## src/rtl/c_fetch_pkg.sv

```systemverilog
// c_fetch_pkg: shared types, constants and helpers for the instruction-fetch stage
package c_fetch_pkg;
  typedef enum logic {BOOT, RUN} fetch_state_e;
  localparam logic [31:0] WORD_BYTES = 32'd4;
  localparam logic [31:0] HALF_BYTES = 32'd2;
  function automatic logic [31:0] word_addr(input logic [31:0] pc);
    return {pc[31:2], 2'b00};
  endfunction
endpackage

```

## src/rtl/c_fetch_fifo.sv

```systemverilog
// c_fetch_fifo: small response buffer with push/pop/flush and a registered head
module c_fetch_fifo #(
  parameter int DEPTH = 2,
  localparam int AW = $clog2(DEPTH),
  localparam int CW = AW + 1
) (
  input  logic          clk,
  input  logic          reset_i,
  input  logic          push,
  input  logic          pop,
  input  logic          flush,
  input  logic [31:0]   din,
  output logic [31:0]   head,
  output logic [CW-1:0] count
);
  logic [31:0] mem [DEPTH];
  logic [AW-1:0] rd, wr;
  always_ff @(posedge clk)
    if (reset_i || flush) begin
      rd <= '0;
      wr <= '0;
      count <= '0;
    end else begin
      if (push) begin
        mem[wr] <= din;
        wr <= wr + 1'b1;
      end
      if (pop) rd <= rd + 1'b1;
      count <= count + CW'(push) - CW'(pop);
    end
  assign head = mem[rd];
  // the credit limit upstream must make this unreachable
  assert property (@(posedge clk) disable iff (reset_i) !(push && count == CW'(DEPTH)));
endmodule

```

## src/rtl/c_fetch_unit.sv

```systemverilog
// c_fetch_unit: PC generation, credit-limited word fetch and redirect handling
module c_fetch_unit
  import c_fetch_pkg::*;
#(
  parameter logic [31:0] RESET_PC = 32'h0000_0000,
  parameter int FIFO_DEPTH = 2
) (
  input  logic        clk,
  input  logic        reset_i,
  input  logic        br_taken_i,
  input  logic [31:0] br_target_i,
  input  logic        stall_i,
  input  logic        pc_half_i,
  output logic        imem_req_valid_o,
  input  logic        imem_req_ready_i,
  output logic [31:0] imem_req_addr_o,
  input  logic        imem_rsp_valid_i,
  input  logic [31:0] imem_rsp_data_i,
  output logic        instr_valid_o,
  output logic [31:0] pc_o,
  output logic [31:0] instr_o
);
  localparam int CW = $clog2(FIFO_DEPTH) + 1;
  localparam int SW = CW + 1;
  fetch_state_e state, state_next;
  logic run;
  logic [31:0] pc, fetch_addr, head;
  logic [CW-1:0] outstanding, outstanding_next, drop_cnt, count;
  logic req_fire, dropping, push, consume, pop;
  always_ff @(posedge clk) state <= reset_i ? BOOT : state_next;
  always_comb state_next = (state == BOOT) ? RUN : state;
  always_comb run = (state == RUN);
  assign imem_req_valid_o = run && !br_taken_i && ({1'b0, outstanding} + {1'b0, count} < SW'(FIFO_DEPTH));
  assign req_fire = imem_req_valid_o && imem_req_ready_i;
  assign dropping = imem_rsp_valid_i && drop_cnt != '0;
  assign push = imem_rsp_valid_i && drop_cnt == '0 && !br_taken_i;
  assign instr_valid_o = run && count != '0 && !br_taken_i;
  assign consume = instr_valid_o && !stall_i;
  // a 16-bit instruction in the lower half keeps the word for the upper half
  assign pop = consume && (!pc_half_i || pc[1]);
  assign outstanding_next = outstanding + CW'(req_fire) - CW'(imem_rsp_valid_i);
  always_ff @(posedge clk)
    if (reset_i) begin
      pc <= RESET_PC;
      fetch_addr <= word_addr(RESET_PC);
      outstanding <= '0;
      drop_cnt <= '0;
    end else begin
      outstanding <= outstanding_next;
      drop_cnt <= br_taken_i ? outstanding_next : drop_cnt - CW'(dropping);
      pc <= br_taken_i ? {br_target_i[31:1], 1'b0} : consume ? pc + (pc_half_i ? HALF_BYTES : WORD_BYTES) : pc;
      fetch_addr <= br_taken_i ? word_addr(br_target_i) : req_fire ? fetch_addr + WORD_BYTES : fetch_addr;
    end
  c_fetch_fifo #(.DEPTH(FIFO_DEPTH)) u_fifo (
    .clk(clk),
    .reset_i(reset_i),
    .push(push),
    .pop(pop),
    .flush(br_taken_i),
    .din(imem_rsp_data_i),
    .head(head),
    .count(count)
  );
  assign imem_req_addr_o = fetch_addr;
  assign pc_o = pc;
  assign instr_o = (count != '0) ? head : 32'h0;
endmodule

```

## config.mk

```make
export PLATFORM = sky130hd
export DESIGN_NAME = c_fetch_unit
export DESIGN_NICKNAME = d
export VERILOG_FILES = /design/src/rtl/c_fetch_pkg.sv /design/src/rtl/c_fetch_fifo.sv /design/src/rtl/c_fetch_unit.sv
export SDC_FILE = /design/constraint.sdc
export NUM_CORES = 1
export LEC_CHECK = 0
export CELL_PAD_IN_SITES_DETAIL_PLACEMENT = 2
export CELL_PAD_IN_SITES_GLOBAL_PLACEMENT = 2
export CORE_AREA = 5 5 158 160
export CTS_BUF_LIST = sky130_fd_sc_hd__clkbuf_2 sky130_fd_sc_hd__clkbuf_4 sky130_fd_sc_hd__clkbuf_8
export CTS_CLUSTER_SIZE = 30
export DETAILED_ROUTE_END_ITERATION = 10
export DIE_AREA = 0 0 163 165
export GPL_TIMING_DRIVEN = 0
export MAX_ROUTING_LAYER = met4
export PLACE_DENSITY = 0.85
export SLEW_MARGIN = 20
export SYNTH_ARGS = -nofsm -noshare
export SYNTH_HDL_FRONTEND = slang
export SYNTH_SLANG_ARGS = --single-unit
export TNS_END_PERCENT = 1
```

## constraint.sdc

```tcl
create_clock -name clk -period 3.6 [get_ports clk]
set_clock_uncertainty 0.1 [all_clocks]
set_input_delay 0.9 -clock clk [delete_from_list [all_inputs] [get_ports clk]]
set_output_delay 0.9 -clock clk [all_outputs]
set_load 0.05 [all_outputs]
```

==> reports/qor.csv, run 1 <==
metric,value,unit
fp.coreArea,23300,µm²
global_route.usage.met1,23.8,%
boundaryPins,169,
clk_pin_slew_worst_paths,0.08,ns
postRouteWirelength,25400,µm
ys_async_sr_fraction,0,%
num_antenna_cells,0,
hpwl_after_dpl,19400,µm
worst-path-max-fanout,10,
power.clock.fraction,34.8,%
tritoncts,done,
detail_route.iter0.violations,320,
maxCapViolCount,0,
vdd_ir_drop_max,160,µV
vias_in_the_first_global_route,6435,
timing.final.setup_violations,0,
cellInternalPower,2570,µW
use_met3,4.12,%
p_comb_share,18.3,%
grt-ovfl-total,0,
setup_tns,0,ns
vias_per_cell,5.07,
dieHeight,165,µm
power.leakage,0.00297,µW
num_rows,56,
yosysWarnings,0,
dpl-instance-area,8550,µm²
critical_path_arrival,2.46,ns
cts_num_sinks,135,
cellPowerDensity,419,nW/µm²
drc,0,
ys_seq_area_share,51.9,%
insertion_delay,0.46,ns
count_of_state_elements_after_synthesis,135,
port_buffers,163,
final_max_slew_viol_count,0,
postSynthAreaPerCell,10.2,µm²
route.vias.total,5848,
relSlewSlack,49.1,%
cts_inserted_buffers,17,
worst_pin_slew,0.758,ns
grt_max_degree,22,
gr_util_all_layers,19.4,%
seqPwrFrac,46.9,%
num-nets-final,904,
grt_setup_unrepaired,false,
final.min_clock_period,3.46,ns
antenna_violations_before_repair,0,
timing.critical_path.required,2.60,ns
kind_of_launch_point_of_the_worst_setup_path,flip-flop,
criticalPathCategory,flip-flop to primary output,
routabilityCongestion,0.811,
start_util,27.7,%
layout-drive-gt1-share,7.54,%
drt-pass1-iter-count,4,
hold_ws,0.443,ns
grt_most_used_layer,met2,
root_buffer,sky130_fd_sc_hd__clkbuf_8,
grt.met2_usage,33.3,%
syn-cell-area,6440,µm²
layout_cell_area_excl_fill,8990,µm²
ant_nets,0,
die_width,163,µm
synth-edff-count,64,
netSwitchingFraction,31.7,%
layout_worst_path_cycle_share,96.0,%
yosysUniqueCellTypes,58,
synth_flop_cell,sky130_fd_sc_hd__dfxtp_1,
syn_to_final_growth,39.6,%
highest_clock_frequency_the_design_can_meet,0.289,GHz
grt_pass1_wl,38500,µm
synthesis.instances,634,
switching_power,1190,µW
timing_hold_violations_final,0,
design.die.area,26900,µm²
hold_path.class,flip-flop to flip-flop,
element_type_at_the_critical_path_end,primary output,
ctsHtreeMaxLevel,4,
cts_max_path_buffers,2,
cts_hold_repair.buffers,0,
avgRoutedWirePerCell,22.0,µm
outcome,finished clean,
finish.utilization,38.7,%
==> cell usage after synthesis, drive strengths merged, types with 7 or more instances <==
| library cell | number | share of area (%) |
|---|---|---|
| a211oi | 17 | 2.0 |
| a21boi | 10 | 1.2 |
| a21oi | 34 | 2.6 |
| and2 | 12 | 1.2 |
| and3 | 8 | 0.78 |
| buf | 11 | 0.83 |
| clkbuf | 26 | 1.5 |
| dfxtp | 71 | 22 |
| edfxtp | 64 | 30 |
| ha | 9 | 1.7 |
| inv | 16 | 0.93 |
| mux2i | 35 | 5.4 |
| nand2 | 44 | 2.6 |
| nand3 | 19 | 1.6 |
| nand4 | 13 | 1.4 |
| nor2 | 74 | 4.3 |
| nor3 | 19 | 1.5 |
| nor4 | 24 | 2.5 |
| o21a | 8 | 0.93 |
| o21ai | 7 | 0.54 |
| o311ai | 7 | 0.95 |
| xnor2 | 35 | 4.8 |
==> cells by family (layout without fill, tap and decap cells) <==
family / Yosys count / count (layout) / share of synthesized area (%)
other: 1 / 3 / 0.0582
buffers and inverters: 54 / 253 / 3.34
flip-flops: 135 / 135 / 51.9
XOR/XNOR: 40 / 40 / 5.44
multiplexers: 37 / 37 / 5.79
AO/OA/AOI/OAI: 114 / 114 / 11.8
AND/OR/NAND/NOR: 242 / 242 / 19.3
adder cells (fa/ha/maj): 11 / 11 / 2.37
==> layer usage <==
layer  share of wire [%]  vias to the layer above
li1                    -                     2705
met1                  44                     2946
met2                  50                      180
met3                 5.4                       17
met4                 1.1                        0
met5                   0                        -
==> repair_timing <==
action | in CTS | in global routing
buffers inserted | 0 | 2
endpoints found under the setup margin | 32 | 31
pin swaps | 0 | 1
gates resized for setup | 5 | 13
==> final timing paths <==
path,start,endpoint,slack (ns),cells past startpoint
max,flip-flop,instr_o[28],0.14,5
min,u_fifo.rd$_SDFFE_PP0P_,u_fifo.rd$_SDFFE_PP0P_,0.44,2
max reg2reg,u_fifo.count[0]$_SDFF_PP0_,drop_cnt[1]$_SDFF_PP0_,0.23,14
min reg2reg,u_fifo.rd$_SDFFE_PP0P_,u_fifo.rd$_SDFFE_PP0P_,0.44,2
==> per-stage QoR <==
| stage | cells | power [µW] | worst slack, ns |
|---|---|---|---|
| after floorplan | 636 | 2170 | 0.142 |
| after global placement | 1118 | 2460 | -1.51 |
| after detailed placement | 1120 | 2480 | -0.261 |
| after CTS | 1152 | 3810 | -0.0566 |
| after global routing | 1154 | 3910 | 0.00486 |
| final | 1154 | 3760 | 0.142 |
==> area by class of cell <==
| class | instances | area [µm²] |
|---|---|---|
| Timing Repair Buffer | 167 | 1720 |
| Sequential cell | 135 | 3340 |
| Clock buffer | 17 | 234 |
| Fill cell | 2533 | 14300 |
| Inverter | 17 | 63.8 |
| Clock inverter | 15 | 169 |
| Tap cell | 319 | 399 |
| Buffer | 37 | 158 |
| Multi-Input combinational cell | 447 | 2910 |
==> flip-flops by register name, indices dropped and copies added (netlist names), 2 cells and up, named ones only <==
signal           cells
u_fifo.mem          64
pc_o                31
imem_req_addr_o     30
drop_cnt             2
outstanding          2
u_fifo.count         2
==> power by group through the flow <==
stage	clock, µW	combinational (µW)	sequential, µW
global route	1410	728	1780
detailed placement	0	685	1800
finish	1310	688	1770
CTS	1350	693	1770
floorplan	0	243	1920
global placement	0	661	1800
==> layout by cell type (no fill, tap or decap), types with 8 or more instances in the layout <==
cell type                         netlist  routed
sky130_fd_sc_hd__a211oi_1              17      17
sky130_fd_sc_hd__a21boi_0              10      10
sky130_fd_sc_hd__a21oi_1               34      34
sky130_fd_sc_hd__and2_1                11      11
sky130_fd_sc_hd__clkbuf_1              26      24
sky130_fd_sc_hd__clkbuf_8               0      17
sky130_fd_sc_hd__clkdlybuf4s50_1        0     154
sky130_fd_sc_hd__dfxtp_1               71      71
sky130_fd_sc_hd__edfxtp_1              64      64
sky130_fd_sc_hd__ha_1                   9       9
sky130_fd_sc_hd__inv_1                 15      15
sky130_fd_sc_hd__mux2i_1               35      35
sky130_fd_sc_hd__nand2_1               44      44
sky130_fd_sc_hd__nand3_1               18      18
sky130_fd_sc_hd__nand4_1               12      12
sky130_fd_sc_hd__nor2_1                74      72
sky130_fd_sc_hd__nor3_1                19      19
sky130_fd_sc_hd__nor4_1                22      22
sky130_fd_sc_hd__o21a_1                 8       8
sky130_fd_sc_hd__xnor2_1               35      35
==> critical path: stages (launching register included) <==
cell and delay [ns]:
sky130_fd_sc_hd__dfxtp_1 0.31, sky130_fd_sc_hd__clkbuf_1 0.23, sky130_fd_sc_hd__buf_2 0.35, sky130_fd_sc_hd__mux2i_1 0.14, sky130_fd_sc_hd__nor2_1 0.13, sky130_fd_sc_hd__clkdlybuf4s50_1 0.84
No activity file was read; power rests on OpenSTA's default activity.
==> run 2, diff against run 1 <==
--- a/config.mk
+++ b/config.mk
@@ -7,14 +7,14 @@
 export LEC_CHECK = 0
 export CELL_PAD_IN_SITES_DETAIL_PLACEMENT = 2
 export CELL_PAD_IN_SITES_GLOBAL_PLACEMENT = 2
-export CORE_AREA = 5 5 158 160
+export CORE_AREA = 5 5 146 148
 export CTS_BUF_LIST = sky130_fd_sc_hd__clkbuf_2 sky130_fd_sc_hd__clkbuf_4 sky130_fd_sc_hd__clkbuf_8
-export CTS_CLUSTER_SIZE = 30
+export CTS_CLUSTER_SIZE = 12
 export DETAILED_ROUTE_END_ITERATION = 10
-export DIE_AREA = 0 0 163 165
+export DIE_AREA = 0 0 151 153
 export GPL_TIMING_DRIVEN = 0
 export MAX_ROUTING_LAYER = met4
-export PLACE_DENSITY = 0.85
+export PLACE_DENSITY = 0.93
 export SLEW_MARGIN = 20
 export SYNTH_ARGS = -nofsm -noshare
 export SYNTH_HDL_FRONTEND = slang
==> constraint.sdc (replaced) <==
create_clock -name clk -period 4.1 [get_ports clk]
set_clock_uncertainty 0.1 [all_clocks]
set_input_delay 1.025 -clock clk [delete_from_list [all_inputs] [get_ports clk]]
set_output_delay 1.025 -clock clk [all_outputs]
set_load 0.05 [all_outputs]
==> run 2 against run 1 <==
Via count rose by 3.9%. Core utilization rose by 6.0 points. Register-to-register slack improved by 0.04 ns. Critical path depth fell by 2. Flip-flop and latch count did not move. Combinational power fell by 11%. Sequential share of layout area rose by 0.43 points. Die area fell by 14%. Worst hold slack got worse by 0.0096 ns. Worst setup slack improved by 0.0038 ns. Largest power group unchanged. Clock power fell by 5%. Largest cell class unchanged. Critical path type is now primary input to primary output.
==> reports/qor.csv, run 2 (synthesis results as in run 1) <==
metric,value,unit
layout-drive-gt1-share,6.73,%
worst-path-max-fanout,5,
vdd_ir_drop_max,206,µV
avgRoutedWirePerCell,25.3,µm
num_rows,52,
timing_hold_violations_final,0,
dp_worst_slack,-0.195,ns
ant_nets,0,
most-common-layout-cells,"162 x sky130_fd_sc_hd__clkdlybuf4s50_1, 73 x sky130_fd_sc_hd__nor2_1, 71 x sky130_fd_sc_hd__dfxtp_1",
drt-pass1-iter-count,4,
worst_r2r_path_depth,14,
worst_pin_slew,0.824,ns
fp.coreArea,19900,µm²
power.leakage,0.00282,µW
vias_per_cell,5.51,
highest_clock_frequency_the_design_can_meet,0.253,GHz
min_path_cells,2,
antenna_violations_before_repair,1,
p_comb_share,18.0,%
routabilityCongestion,0.867,
final_common_cell,sky130_fd_sc_hd__clkdlybuf4s50_1,
timing.critical_path.required,2.97,ns
cts_num_sinks,135,
route.vias.total,6076,
layout_worst_path_cycle_share,96.4,%
design.die.area,23100,µm²
syn_to_final_growth,38.0,%
insertion_delay,0.47,ns
die_width,151,µm
grt_setup_unrepaired,false,
cp_cell_sequence,"clkdlybuf4s50_1, nor4b_2, dlygate4sd2_1",
outcome,finished clean,
dpl-instance-area,8460,µm²
cellPowerDensity,385,nW/µm²
ctsHtreeMaxLevel,4,
cellInternalPower,2330,µW
detail_route.iter0.violations,348,
grt_max_degree,33,
seqPwrFrac,45.5,%
kind_of_launch_point_of_the_worst_setup_path,primary input,
cts_max_path_buffers,2,
timing.final.setup_violations,0,
power.clock.fraction,36.5,%
hold_ws,0.433,ns
element_type_at_the_critical_path_end,primary output,
num-fill-cells,2124,
clk_pin_slew_worst_paths,0.09,ns
design_power_total,3420,µW
root_buffer,sky130_fd_sc_hd__clkbuf_8,
grt-ovfl-total,0,
maxCapViolCount,0,
critical_path_arrival,2.83,ns
postRouteWirelength,27900,µm
criticalPathCategory,primary input to primary output,
tritoncts,done,
drc,0,
boundaryPins,169,
finish.utilization,44.7,%
cts_hold_repair.buffers,0,
cts_inserted_buffers,17,
dieHeight,153,µm
worst_path_largest_cell_delay,0.67,ns
port_buffers,163,
grt_pass1_wl,42100,µm
gr_util_all_layers,24.8,%
hpwl_after_dpl,20000,µm
layout_cell_area_excl_fill,8890,µm²
final.min_clock_period,3.95,ns
flip_flop_count_of_the_largest_register_all_copies_and_words_added,64,
most_flop_heavy_register,u_fifo.mem,
final_max_slew_viol_count,0,
relSlewSlack,45.1,%
post-route-worst-setup-slack,0.146,ns
start_util,32.4,%
num-nets-final,901,
netSwitchingFraction,31.9,%
vias_in_the_first_global_route,6946,
timing.critical_path.slowest_stage_cell,sky130_fd_sc_hd__nor4b_2,
hold_path.class,flip-flop to flip-flop,
switching_power,1090,µW
run 2: metal layers:
layer  track usage, %  part of all wire (%)  vias up
met5                -                     0        -
met4             11.3                   4.0        0
met3             5.00                   6.0       67
met2             41.0                    50      251
met1             29.0                    40     3058
li1                 -                     -     2700
run 2: metrics by stage:
step                setup TNS [ns]  std cells
detailed placement          -0.414       1070
global placement            -36.53       1069
floorplan                        0        636
finish                           0       1103
global route                     0       1103
CTS                              0       1102
run 2: what timing repair did:
item | in CTS | in global routing
endpoints found under the setup margin | 2 | 12
buffers inserted | 0 | 0
resized for setup | 2 | 3
run 2: worst max-delay path, delay by kind of cell:
family,cells,cell delay (ns)
buffers and inverters,2,1.13
AND/OR/NAND/NOR,1,0.67
run 2: final timing paths:
check / from / endpoint / slack (ns)
setup / recovery: br_taken_i / imem_req_valid_o / 0.15
hold / removal: u_fifo.rd$_SDFFE_PP0P_ / u_fifo.rd$_SDFFE_PP0P_ / 0.43
setup reg to reg: outstanding[0]$_SDFF_PP0_ / drop_cnt[1]$_SDFF_PP0_ / 0.27
hold reg to reg: u_fifo.rd$_SDFFE_PP0P_ / u_fifo.rd$_SDFFE_PP0P_ / 0.43
run 2: layout make-up:
cell class              count  area (µm²)  share of cell area (%)
clock buffers              18         241                    2.72
flip-flops and latches    135        3340                    37.6
plain buffers              37         155                    1.75
well taps                 270         338                    3.80
multi-input cells         447        2900                    32.6
inverters                  17        63.8                   0.718
clock inverters            14         188                    2.11
repair buffers            164        1660                    18.6
diodes                      1        2.50                  0.0281
run 2: power by group through the flow:
stage	combinational (µW)	clock [µW]	sequential, µW
final	615	1250	1560
after global routing	643	1340	1570
after CTS	616	1280	1550
after detailed placement	601	0	1580
after global placement	575	0	1580
after floorplan	211	0	1690
==> run 3, diff against run 2 <==
--- a/config.mk
+++ b/config.mk
@@ -5,6 +5,7 @@
 export SDC_FILE = /design/constraint.sdc
 export NUM_CORES = 1
 export LEC_CHECK = 0
+export CAP_MARGIN = 15
 export CELL_PAD_IN_SITES_DETAIL_PLACEMENT = 2
 export CELL_PAD_IN_SITES_GLOBAL_PLACEMENT = 2
 export CORE_AREA = 5 5 146 148
==> results of run 3 <==
Same layout as run 2: the final DEF is identical, and so are final timing and power.
